<file path="config.mk">
export PLATFORM = sky130hd
export DESIGN_NAME = pc_gen
export DESIGN_NICKNAME = d
export VERILOG_FILES = /design/src/rtl/pc_gen.sv
export SDC_FILE = /design/constraint.sdc
export NUM_CORES = 1
export LEC_CHECK = 0
export ABC_AREA = 1
export CAP_MARGIN = 15
export CORE_AREA = 3 3 142 103
export CTS_BUF_LIST = sky130_fd_sc_hd__clkbuf_8
export DETAILED_ROUTE_END_ITERATION = 10
export DIE_AREA = 0 0 145 106
export MAX_ROUTING_LAYER = met4
export PLACE_DENSITY = 0.89
export SYNTH_ARGS = -nofsm -noshare
export SYNTH_HDL_FRONTEND = slang
export SYNTH_SLANG_ARGS = --single-unit
</file>
<file path="constraint.sdc">
create_clock -name clk -period 6 [get_ports clk]
set_input_delay 1.8 -clock clk [delete_from_list [all_inputs] [get_ports clk]]
set_output_delay 1.8 -clock clk [all_outputs]
set_load 0.01 [all_outputs]
</file>
<file path="src/rtl/pc_gen.sv">
// Program counter generator: selects the next PC among sequential, branch,
// jump, register-jump, exception and exception-return targets. A redirect
// that arrives while the front end is stalled is parked in a pending register
// and applied on the first unstalled edge. Exceptions always win, even under
// stall, and drop any parked redirect.
module pc_gen #(
    parameter int              AW         = 32,
    parameter logic [AW-1:0]   RESET_PC   = AW'(32'h0000_3000),
    parameter logic [AW-1:0]   EXC_VECTOR = AW'(32'h0000_4180)
) (
    input  logic          clk,
    input  logic          rstn,
    input  logic          stall,
    input  logic [2:0]    npc_op,
    input  logic [25:0]   imm,
    input  logic [AW-1:0] rs_data,
    output logic [AW-1:0] pc,
    output logic [AW-1:0] epc,
    output logic          pend_valid,
    output logic          redirect,
    output logic          addr_err
);

    localparam logic [2:0] OP_PLUS4  = 3'b000;
    localparam logic [2:0] OP_BRANCH = 3'b001;
    localparam logic [2:0] OP_JUMP   = 3'b010;
    localparam logic [2:0] OP_JR     = 3'b011;
    localparam logic [2:0] OP_EXC    = 3'b100;
    localparam logic [2:0] OP_ERET   = 3'b101;

    // Branch displacement: word offset scaled to bytes, sign-extended to AW.
    function automatic logic signed [AW-1:0] br_offset(input logic [15:0] off16);
        logic signed [AW-1:0] off_s;
        off_s = {{(AW-18){off16[15]}}, off16, 2'b00};
        return off_s;
    endfunction

    logic [AW-1:0]        pc_p1;
    logic [AW-1:0]        epc_p1;
    logic [AW-1:0]        pend_tgt_p1;
    logic                 pend_vld_p1;
    logic                 redirect_p1;
    logic                 addr_err_p1;

    logic [AW-1:0]        pcplus4_p0;
    logic signed [AW-1:0] br_tgt_p0;
    logic [AW-1:0]        jmp_tgt_p0;
    logic [AW-1:0]        tgt_p0;
    logic                 is_redir_p0;
    logic                 jr_misalign_p0;
    logic                 take_exc_p0;

    assign pcplus4_p0 = pc_p1 + AW'(4);
    assign br_tgt_p0  = $signed(pcplus4_p0) + br_offset(imm[15:0]);

    // Jump keeps the region bits above bit 27 from the sequential PC.
    generate
        if (AW > 28) begin : g_jmp_region
            assign jmp_tgt_p0 = {pcplus4_p0[AW-1:28], imm, 2'b00};
        end else begin : g_jmp_flat
            assign jmp_tgt_p0 = {imm, 2'b00};
        end
    endgenerate

    // ---- stage p0: decode the requested next-PC target ----
    // Target select; reserved encodings fall back to sequential flow.
    always_comb begin
        tgt_p0         = pcplus4_p0;
        is_redir_p0    = 1'b0;
        jr_misalign_p0 = (npc_op == OP_JR) && (rs_data[1:0] != 2'b00);
        take_exc_p0    = (npc_op == OP_EXC) || jr_misalign_p0;
        case (npc_op)
            OP_PLUS4:  begin tgt_p0 = pcplus4_p0;          is_redir_p0 = 1'b0; end
            OP_BRANCH: begin tgt_p0 = $unsigned(br_tgt_p0); is_redir_p0 = 1'b1; end
            OP_JUMP:   begin tgt_p0 = jmp_tgt_p0;          is_redir_p0 = 1'b1; end
            OP_JR:     begin tgt_p0 = rs_data;             is_redir_p0 = 1'b1; end
            OP_EXC:    begin tgt_p0 = EXC_VECTOR;          is_redir_p0 = 1'b1; end
            OP_ERET:   begin tgt_p0 = epc_p1;              is_redir_p0 = 1'b1; end
            default:   begin tgt_p0 = pcplus4_p0;          is_redir_p0 = 1'b0; end
        endcase
    end

    // ---- stage p1: PC, EPC and pending-redirect state ----
    // Priority: exception, then release of a parked redirect, then the current op.
    always_ff @(posedge clk or negedge rstn) begin
        if (!rstn) begin
            pc_p1       <= RESET_PC;
            epc_p1      <= '0;
            pend_tgt_p1 <= '0;
            pend_vld_p1 <= 1'b0;
            redirect_p1 <= 1'b0;
            addr_err_p1 <= 1'b0;
        end else begin
            redirect_p1 <= 1'b0;
            addr_err_p1 <= 1'b0;
            if (take_exc_p0) begin
                pc_p1       <= EXC_VECTOR;
                epc_p1      <= pc_p1;
                pend_vld_p1 <= 1'b0;
                redirect_p1 <= 1'b1;
                addr_err_p1 <= jr_misalign_p0;
            end else if (pend_vld_p1) begin
                if (!stall) begin
                    pc_p1       <= pend_tgt_p1;
                    pend_vld_p1 <= 1'b0;
                    redirect_p1 <= 1'b1;
                end
            end else if (!stall) begin
                pc_p1       <= tgt_p0;
                redirect_p1 <= is_redir_p0;
            end else if (is_redir_p0) begin
                pend_tgt_p1 <= tgt_p0;
                pend_vld_p1 <= 1'b1;
            end
        end
    end

    assign pc         = pc_p1;
    assign epc        = epc_p1;
    assign pend_valid = pend_vld_p1;
    assign redirect   = redirect_p1;
    assign addr_err   = addr_err_p1;

endmodule

</file>
==> reports/results.ini, run 1 <==
[critical_path]
critPathArrivalTime_ns = 4.78
start_kind = input port
r2r-end = pc[24]
crit_required_ns = 6.27
critPathMaxFanout = 44
r2r_slack_ns = 2.02
timing.rr.start = pc[2]
end_kind = flip-flop
crit_type = input port to flip-flop
ff2ff_path_depth = 19

[layout]
drive_gt1_share_pct = 4.12
area.growth.synth_to_final_pct = 19.7
n_fill_cell = 1111
final_nets = 1479
diodes = 0

[pwr]
power.total_mw = 2.66
pwr_density_cell_mw_per_mm2 = 275
irDropWorstVdd_uv = 198
leakage_nw = 4.80

[grt]
grt_pass1_wl_um = 44700
grt_remaining_overflow = 0
grtUsageTotal_pct = 37.5
grt_max_degree = 73
grt_pass1_vias = 8328
grt_antenna_before_repair = 0

[logic_synthesis]
yosysMostFrequentCell = nand2_1
ys_types = 47
synth_top_area_share_pct = 30.0
synth.largest_area_cell = dfrtp_1
synth_edf_count = 0
yosys-top-cells-area = dfrtp_1 (30%), nand2_1 (20%), inv_1 (8.1%)
synthTopCellsByCount = nand2_1 (420), inv_1 (174), nor2_1 (101)
syn_nets = 1372
synth-seq-area-share_pct = 30.7
syn-cell-area_sq_mm = 0.00808
ys_seq_elements = 99
syn_avg_cell_area_sq_um = 6.36
async_flop_share_pct = 100
synth_cells = 1271
synth_ff_type = dfrtp_1
ys_warn_count = 0

[drt]
met1Wirelength_um = 11900
met2_length_um = 12100
drc = 0
dr.pass1.iters = 6
drt_iter0_markers = 1011
ant_nets = 0
via_count = 9101
drt_wl_total_um = 28300
dr_wl_met3_um = 3260
drt-wirelength-per-cell_um = 18.1
vias_per_cell = 5.80
top_layer = met4

[clock_network]
clock_path_buffers = 2
clock_latency_ns = 0.39
cts_tree = done
clock_sinks = 99
postCtsSetupBuffers = 0
cts_buffers = 9
clkSlewWorstSetupHoldPaths_ns = 0.11
holdBufCountCts = 0
h-tree-depth = 3
root_buffer = clkbuf_8
cts.repair.resized = 0

[die]
start_util_pct = 61.3
core-area_sq_mm = 0.0132
die_y_um = 106
dieArea_sq_mm = 0.0154
rows = 35
die_x_um = 145
io_pins = 131

[sta]
fmax_mhz = 222
worstMarginPinSlew_ns = 1.12
period_share_pct = 75.1
final.min_clock_period_ns = 4.50
slew_viol_final = 0
rsz0062_at_grt = no
hold_viol = 0
slew_headroom_pct = 25.4
skew_ns = 0.0121
tns_ns = 0
setup_viol = 0

[worst_hold_path]
min_path_type = flip-flop to flip-flop
min-delay-start = pend_tgt_p1[17]
holdPathStages = 2
holdPathEnd = pend_tgt_p1[17]

[placed_design]
io_buffers = 130
dp_hpwl_um = 21900
gp_congestion = 1.06

[run_status]
outcome = finished, final reports clean

[run]
cap_viol_max_count = 0

-- power breakdown --
| part | internal [mW] | leakage [nW] | switching, mW |
|---|---|---|---|
| registers | 0.821 | 1.26 | 0.157 |
| clock network | 0.166 | 0.0990 | 0.278 |
| logic | 0.488 | 3.45 | 0.753 |
-- through the flow --
stage | setup slack [ns] | std cells | utilization [%] | cell area (sq um) | hold slack (ns)
after floorplan | 2.58 | 1271 | - | 8080 | 0.444
after global placement | 1.31 | 1552 | 71.9 | 9480 | 0.460
after detailed placement | 1.17 | 1552 | 71.9 | 9480 | 0.467
after CTS | 1.58 | 1568 | 73.4 | 9680 | 0.491
after global routing | 1.30 | 1568 | 73.4 | 9680 | 0.518
final | 1.50 | 1568 | 73.4 | 9680 | 0.488
-- flip-flops by register name, summed over array words and instances, names as in the netlist --
register,flops
redirect,1
pc,32
epc,32
addr_err,1
pend_valid,1
pend_tgt_p1,32
-- logic make-up (layout without fill, tap and decap cells) --
kind of cell             after synthesis  count (layout)  synth area share (%)
AO/OA/AOI/OAI                        213             213                  15.2
XOR/XNOR                              17              17                  1.84
adder cells (fa/ha/maj)               37              37                  5.82
buffers and inverters                224             336                  10.7
flip-flops                            99              99                  30.7
AND/OR/NAND/NOR                      681             681                  35.7
-- worst max path at each step --
stage,start,to,slack (ns),depth (start not counted)
global placement,imm[15],pc[26],1.31,13
CTS,npc_op[1],pc[2],1.58,11
finish,npc_op[1],pc[2],1.50,11
floorplan,imm[0],pc[22],2.58,15
detailed placement,npc_op[1],pc[2],1.17,11
global route,imm[15],pc[21],1.30,13
-- layout make-up --
class                           instances  area, sq um  area share (%)
Multi-Input combinational cell        948         4740            48.9
Sequential cell                        99         2480            25.6
Timing Repair Buffer                  135         1340            13.8
Inverter                              185          694            7.18
Tap cell                              185          231            2.39
Clock buffer                            9          124            1.28
Clock inverter                          7         75.1           0.776
-- worst max-delay path, stage by stage --
cell and delay (ns):
clkdlybuf4s50_1 0.58, nand3_2 0.17, inv_2 0.57, o21ai_2 0.15, nand2_2 0.13, buf_4 0.40, nor2_2 0.18, inv_2 0.44
a21oi_1 0.09, o21ai_0 0.12, o21ai_0 0.13
-- layout by cell type, fill, tap and decap left out, types with 11 or more instances in the layout --
cell and count:
a21oi_1 56, a221oi_1 12, clkdlybuf4s50_1 129, dfrtp_1 97
ha_1 36, inv_1 174, inv_2 11, nand2_1 420
nand3_1 93, nand4_1 22, nor2_1 101, nor3_1 16
o21ai_0 84, o21ai_1 20, xor2_1 15
-- layer usage --
metal | up-vias | GRT usage [%]
met1 | 4133 | 52.5
li1 | 4325 | -
met5 | - | -
met4 | 0 | 12.5
met3 | 65 | 7.20
met2 | 578 | 55.1
(Power assumes the default switching activity.)
==> run 2, diff against run 1 <==
CORE_AREA = 3 3 148 107   (was 3 3 142 103)
DIE_AREA = 0 0 151 110   (was 0 0 145 106)
PLACE_DENSITY = 0.83   (was 0.89)
clock period = 4.3 ns   (was 6 ns; I/O delays follow)
==> reports/results.ini, run 2 (synthesis results as in run 1) <==
[sta]
skew_ns = 0.0180  ; +0.00594 ns
slew_headroom_pct = 21.4  ; -4.0 points
period_share_pct = 88.8
worstMarginPinSlew_ns = 1.18  ; +0.0594 ns
whs_ns = 0.492  ; +0.00427 ns
setup_viol = 0  ; unchanged
tns_ns = 0  ; unchanged
hold_viol = 0  ; unchanged
final.min_clock_period_ns = 3.82
rsz0062_at_grt = no
fmax_mhz = 262
slew_viol_final = 0  ; unchanged

[drt]
drt-wirelength-per-cell_um = 18.3  ; +1.3%
vias_per_cell = 5.73  ; -1.4%
drc = 0  ; unchanged
dr.pass1.iters = 5  ; -1
ant_nets = 0  ; unchanged
drt_iter0_markers = 1096  ; +8.4%
drt_wl_total_um = 29000  ; +2.5%
via_count = 9081  ; -0.22%

[clock_network]
clock_sinks = 99  ; unchanged
postCtsSetupBuffers = 0  ; unchanged
clock_latency_ns = 0.39  ; about the same
cts.repair.resized = 0  ; unchanged
clkSlewWorstSetupHoldPaths_ns = 0.11  ; about the same
cts_tree = done
h-tree-depth = 3  ; unchanged
holdBufCountCts = 0  ; unchanged
cts_buffers = 9  ; unchanged
root_buffer = clkbuf_8
clock_path_buffers = 2  ; unchanged

[layout]
final_nets = 1487  ; +0.54%
drive_gt1_share_pct = 4.74  ; +0.62 points
layout_common_cells = nand2_1 (420), inv_1 (174), clkdlybuf4s50_1 (129)
seqCellArea_sq_mm = 0.00248  ; unchanged
diodes = 0  ; unchanged
area.growth.synth_to_final_pct = 20.6
final_common_cell = nand2_1
multi_input_area_sq_mm = 0.00474  ; about the same
n_fill_cell = 1373  ; +24%
stdcell_area_sq_mm = 0.00975  ; +0.76%
fin_cells = 1586  ; +1.1%

[critical_path]
end_kind = flip-flop
critPathMaxFanout = 5  ; -89%
crit_path_top_delay_cell = dfrtp_1
crit_type = flip-flop to flip-flop
worstPathCellList = ha_1 > nand2_1 > nor2_2 > nand2_1 > nor2_1 > nand2_1 > xor2_1 > inv_1 > ha_1 > nand2_1 > nor2_1 > nand2_1 > nor3_1 > nand2_1 > nand3_1 > nand2_1 > nand3_1 > nand4_1 > nand2_1 > nand2_1
crit_required_ns = 4.58  ; -1.69 ns
slowest_delay_ns = 0.41  ; -0.17 ns
start_kind = flip-flop
critPathArrivalTime_ns = 4.11  ; -0.67 ns
cp_common_cell = nand2_1

[die]
io_pins = 131  ; unchanged
die_x_um = 151  ; +4.1%
rows = 37  ; +5.7%
start_util_pct = 55.6  ; -5.7 points
die_y_um = 110  ; +3.8%
core-area_sq_mm = 0.0145  ; +10%
dieArea_sq_mm = 0.0166  ; +8.1%

[grt]
grt_max_degree = 52  ; -29%
grt_pass1_vias = 8218  ; -1.3%
grtUsageTotal_pct = 36.0  ; -1.5 points
grt_remaining_overflow = 0  ; unchanged
grt_antenna_before_repair = 0  ; unchanged
grt_pass1_wl_um = 44600  ; -0.28%

[run_status]
outcome = finished, final reports clean

[pwr]
irDropWorstVdd_uv = 255  ; +29%
leakage_nw = 4.83  ; +0.68%
pwr_density_cell_mw_per_mm2 = 378  ; +37%

[run]
cap_viol_max_count = 0  ; unchanged

[placed_design]
placedCellCount = 1570  ; +1.2%
io_buffers = 130  ; unchanged
dpl_cell_area_sq_mm = 0.00957  ; +0.92%
dp_hpwl_um = 22600  ; +3.3%
gp_congestion = 1.01  ; -5.3%

[worst_hold_path]
min_path_type = flip-flop to flip-flop

## run 2: changes by cell type in the layout (fill, tap and decap cells not counted), sizes merged
cell,before,now
clkinvlp,1,2
buf,6,14
inv,190,187
clkinv,1,3
## run 2: per-layer routing
layer	global-route usage, %	part of all wire, %	vias to the layer above
li1	-	-	4346
met1	51.6	44	4142
met2	52.5	42	536
met3	5.52	11	57
met4	12.2	3.3	0
met5	-	0	-
## run 2: cell type report
type,count,share of cell area (%)
well taps,195,2.50
clock inverters,7,0.629
multi-input cells,948,48.6
repair buffers,143,14.4
flip-flops and latches,99,25.4
inverters,185,7.12
clock buffers,9,1.27
## run 2: critical path: cells and delay by family (launching register included)
| kind | cells | cell delay, ns |
|---|---|---|
| xor+xnor | 1 | 0.15 |
| simple gates | 16 | 2.32 |
| buf+inv | 1 | 0.10 |
| flops | 1 | 0.41 |
| fa+ha+maj | 2 | 0.71 |
## run 2: power by group
group	leakage [nW]	internal, mW	switching (mW)
logic	3.49	0.688	1.06
clock network	0.0879	0.219	0.364
registers	1.26	1.15	0.205
total	4.83	2.05	1.63
## run 2: path summary, 6_finish.rpt
| check | from | to | slack [ns] | cells past startpoint |
|---|---|---|---|---|
| setup / recovery | pc[2] | pc[27] | 0.48 | 20 |
| hold / removal | pend_tgt_p1[17] | pend_tgt_p1[17] | 0.49 | 2 |
| setup reg to reg | pc[2] | pc[27] | 0.48 | 20 |
| hold reg to reg | pend_tgt_p1[17] | pend_tgt_p1[17] | 0.49 | 2 |
| max in group asynchronous | rstn | pc[12] | 2.62 | 2 |
| min in group asynchronous | rstn | epc[27] | 0.92 | 1 |
## run 2: metrics by stage
step	setup slack, ns	utilization [%]	power (mW)
global route	0.182	67.1	3.92
CTS	0.625	67.1	3.65
detailed placement	0.466	65.8	3.07
floorplan	1.39	-	2.33
finish	0.480	67.1	3.68
global placement	0.441	65.8	3.04
==> variant 1, RTL diff (settings of run 2) <==
Put one more register stage on the output `addr_err`, without a reset. The value now appears one clock later. The other outputs are not delayed to match.
--- a/src/rtl/pc_gen.sv
+++ b/src/rtl/pc_gen.sv
@@ -119,7 +119,9 @@
     assign epc        = epc_p1;
     assign pend_valid = pend_vld_p1;
     assign redirect   = redirect_p1;
-    assign addr_err   = addr_err_p1;
+    always_ff @(posedge clk) begin
+        addr_err <= addr_err_p1;
+    end
 
 endmodule
 
Behaviour: not the same (a bounded check fails within 4 cycles, from zero or initial values and one cycle with rstn low).
==> variant 1 against run 2 <==
Routed wire length rose by 3.6%; design area up 1.3%; hold slack got worse by 110 ps; sequential cell count grew 1; worst setup slack got worse by 110 ps; area after synthesis up 0.25%; total power rose by 2.6%; maximum frequency fell by 2.7%.
==> variant 1: results <==
set metrics [dict create \
    grt_use_total 0.372 \
    synth.distinct_cells 48 \
    max-vdd-ir-drop_mv 0.241 \
    ys_seq_area_frac 0.308 \
    cts.path.max_buffers 2 \
    synth.avg_cell_area_um2 6.37 \
    post_cts_buffers 0 \
    clk_latency_ps 380 \
    leakage_uw 0.00491 \
    cp_max_fo 5 \
    synthTopCellsByArea "dfrtp_1 (30%), nand2_1 (19%), inv_1 (8.1%), nand3_1 (5.7%), ha_1 (5.6%)" \
    wl_per_cell_um 18.9 \
    clock-root-buffer "clkbuf_8" \
    synthArstFlopShare 0.990 \
    place_hpwl_um 23500 \
    viasPerCell 5.80 \
    ys_warn_count 0 \
    finalClockSkew_ps 15.1 \
    hold_class "reg -> reg" \
    place.gp.congestion 1.00 \
    htreeDepth 3 \
    antenna_found_initial 0 \
    drtIter0Drc 1037 \
    synthTopCellsByCount "nand2_1 (420), inv_1 (174), nor2_1 (101)" \
    status "completed" \
    drive_above_1_share 0.0515 \
    arrival_ps 4190 \
    syn_nets 1373 \
    cts_buffers 9 \
    grt_pass1_wl_um 45800 \
    relSlewSlack 0.559 \
    dp.cells 1577 \
    grt_max_degree 52 \
    firstDrtPassIters 6 \
    layout.nets 1495 \
    antennaDiodeCount 0 \
    port_buffers 130 \
    drt_wl_total_um 30100 \
    clk_pin_slew_worst_paths_ps 110 \
    first_global_vias 8366 \
]
==> variant 1: changes by cell type in the layout (fill, tap and decap cells not counted), sizes merged <==
| cell | delta |
|---|---|
| buf | +7 |
| bufinv | +1 |
| clkbuf | +1 |
| clkinv | +1 |
| clkinvlp | -2 |
| dfxtp | +1 |
| inv | -1 |
==> variant 1: metrics by stage <==
stage	instance area [um2]	power, uW	hold WS, ps	setup WS (ps)
2_1_floorplan	8100	2340	324	1390
3_3_place_gp	9640	3080	324	221
3_5_place_dp	9640	3110	351	197
4_1_cts	9840	3730	373	388
5_1_grt	9870	4020	383	107
6_report	9870	3780	384	373
==> variant 1: cell families (layout without fill, tap and decap cells) <==
family,count (synthesis),count (layout),synth area share
adder cells (fa/ha/maj),37,37,0.0581
AND/OR/NAND/NOR,681,681,0.356
flip-flops,100,100,0.308
AO/OA/AOI/OAI,213,213,0.152
XOR/XNOR,17,17,0.0184
buffers and inverters,224,351,0.107
==> variant 1: layer usage <==
| layer | part of all wire | routed length (um) | global-route usage | vias up |
|---|---|---|---|---|
| li1 | - | - | - | 4348 |
| met1 | 0.41 | 12400 | 0.504 | 4237 |
| met2 | 0.43 | 12900 | 0.553 | 591 |
| met3 | 0.12 | 3620 | 0.0875 | 73 |
| met4 | 0.040 | 1190 | 0.130 | 0 |
| met5 | 0 | 0 | - | - |
==> variant 1: cell type report <==
| cell class | count | area (um2) |
|---|---|---|
| clock inverters | 6 | 65.1 |
| well taps | 195 | 244 |
| multi-input cells | 948 | 4740 |
| clock buffers | 10 | 138 |
| fillers | 1323 | 4660 |
| flip-flops and latches | 100 | 2500 |
| repair buffers | 150 | 1490 |
| inverters | 185 | 694 |
==> variant 1: path summary, 6_finish.rpt <==
path	startpoint	to	slack (ps)	cells after the start
hold / removal	addr_err_p1	addr_err	380	0
setup reg to reg	pc[2]	pc[21]	370	20
max in group asynchronous	rstn	pc[12]	2600	2
min in group asynchronous	rstn	epc[23]	920	1
setup / recovery	pc[2]	pc[21]	370	20
hold reg to reg	addr_err_p1	addr_err	380	0
==> variant 1: timing repair <==
item	4_1_cts	5_1_grt
resized for setup	0	1
hold buffers	0	0
hold endpoints to repair	0	0
setup endpoints to repair	0	1
==> variant 1: power by group <==
group | internal, uW | switching (uW) | leakage (uW) | total [uW]
clock | 285 | 342 | 0.000108 | 628
combinational | 703 | 1090 | 0.00354 | 1790
sequential | 1160 | 206 | 0.00126 | 1360
==> variant 1: worst max-delay path: stages, from the launching register on <==
cell and delay, ps:
dfrtp_1 420, ha_1 320, nand2_1 120, nor2_2 290
nand2_2 150, nor3_4 250, nand2_1 90, o21ai_1 120
inv_1 90, ha_1 360, nand2_1 100, nor2_1 180
inv_1 90, nor2_2 300, nand4_1 260, nand3_1 150
nand2_1 60, nand3_1 70, nand3_1 140, o21ai_0 180
nand2_1 60
==> variant 2, RTL diff (config.mk and constraints of run 2) <==
Without the edit above. Reset style: synchronous (`rstn`), changed in one clocked block.
--- a/src/rtl/pc_gen.sv
+++ b/src/rtl/pc_gen.sv
@@ -82,7 +82,7 @@
 
     // ---- stage p1: PC, EPC and pending-redirect state ----
     // Priority: exception, then release of a parked redirect, then the current op.
-    always_ff @(posedge clk or negedge rstn) begin
+    always_ff @(posedge clk) begin
         if (!rstn) begin
             pc_p1       <= RESET_PC;
             epc_p1      <= '0;
Behaviour: differs if rstn is asserted again (counterexample within 4 cycles, from zero or initial values and one cycle with rstn low); with rstn held inactive, the same outputs for 4 cycles.
==> variant 2 against run 2 <==
Routed wire length is 3.7% higher; sequential cell count stayed put; maximum frequency is 0.60% lower; design area is 3.3% lower; highest routed layer unchanged; clock skew is 2.6 ps lower; die area stayed put; via count is 2.7% higher; largest cell class unchanged; area after synthesis is 4.9% lower; sequential share of layout area is 4.4 points lower; count of clock-buffer cells in the layout stayed put; worst setup slack worse by 23 ps.
Power is not compared: it rests on default switching activity, and its combinational part moved more than twofold at a synthesized area within 25%.
==> variant 2: results <==
set metrics [dict create \
    place.gp.congestion 1.04 \
    ys_warn_count 0 \
    grt_max_degree 40 \
    fill_cells 1422 \
    cts_buffers 9 \
    synth.distinct_cells 43 \
    wl_per_cell_um 18.7 \
    leakage_uw 0.00448 \
    dp.cells 1597 \
    synthTopCellsByArea "dfxtp_1 (26%), nand2_1 (17%), inv_1 (9.8%), nor2_1 (6.9%), a21oi_1 (6.1%)" \
    placed_cell_area_um2 9220 \
    first_global_vias 8363 \
    drtIter0Drc 1287 \
    status "completed" \
    dp_slack_ps 153 \
    drive_above_1_share 0.0487 \
    drt_wl_total_um 30100 \
    grt_use_total 0.372 \
    finalClockSkew_ps 15.4 \
    grt_pass1_wl_um 46000 \
    cp_max_fo 13 \
    ys_seq_area_frac 0.258 \
    place_hpwl_um 22900 \
    max_freq_mhz 260 \
    worst_pin_slew_ps 726 \
    layout.nets 1511 \
    synthArstFlopShare 0 \
    syn_nets 1390 \
    yosys_most_used_dff "dfxtp_1" \
    synthCells 1292 \
    arrival_ps 4090 \
]
variant 2: changes by cell type after synthesis, sizes merged, moves of 11 or more:
cell           run 2  this run
dfxtp              0        99
dfrtp             97         0
o21ai            105        87
o22ai              3        18
a21oi             56        93
clkbuf            18        29
nor2             108       147
nand2            423       348
inv              185       208
variant 2: worst max-delay path, cell delays in order:
cell and delay, ps:
clkdlybuf4s50_1 730, ha_1 570, nand2_1 110, inv_1 90, nand2_1 120, nor3_1 320, and2_1 180, nand2_1 120
nand2_1 110, nand2_1 50, nand3_1 130, nand4_1 110, nand2_1 90, a21oi_1 60
variant 2: cell families after synthesis:
| kind of cell | count (synthesis) | synth area share |
|---|---|---|
| adders and majority gates | 34 | 0.0563 |
| and+or+nand+nor | 635 | 0.347 |
| DFF | 99 | 0.258 |
| buffers and inverters | 254 | 0.128 |
| xor gates and xnor gates | 22 | 0.0251 |
| AOI/OAI and AO/OA | 248 | 0.186 |
variant 2: path summary, 6_finish.rpt:
kind                       start             end  cells past startpoint
setup / recovery         imm[15]          pc[29]                     14
hold / removal    pend_tgt_p1[0]  pend_tgt_p1[0]                      2
setup reg to reg           pc[3]          pc[29]                     19
hold reg to reg   pend_tgt_p1[0]  pend_tgt_p1[0]                      2
variant 2: power breakdown:
group,switching [uW],total [uW],internal [uW]
sequential,57.0,1030,974
clock,378,663,285
combinational,517,824,307
variant 2: through the flow:
step,hold WS [ps],utilization
after detailed placement,446,0.634
final,462,0.649
after global placement,440,0.634
after global routing,487,0.649
after CTS,464,0.649
after floorplan,425,-
variant 2: per-layer routing:
layer	vias to the layer above	wire, um	track usage
met1	4191	13100	0.521
met4	0	1350	0.144
met3	92	3570	0.0727
met5	-	0	-
met2	614	12100	0.530
li1	4431	-	-
variant 2: area by class of cell:
type	count	area share
Multi-Input combinational cell	939	0.501
Sequential cell	99	0.210
Timing Repair Buffer	153	0.156
Inverter	211	0.0840
Tap cell	195	0.0259
Clock buffer	9	0.0131
Clock inverter	7	0.00955
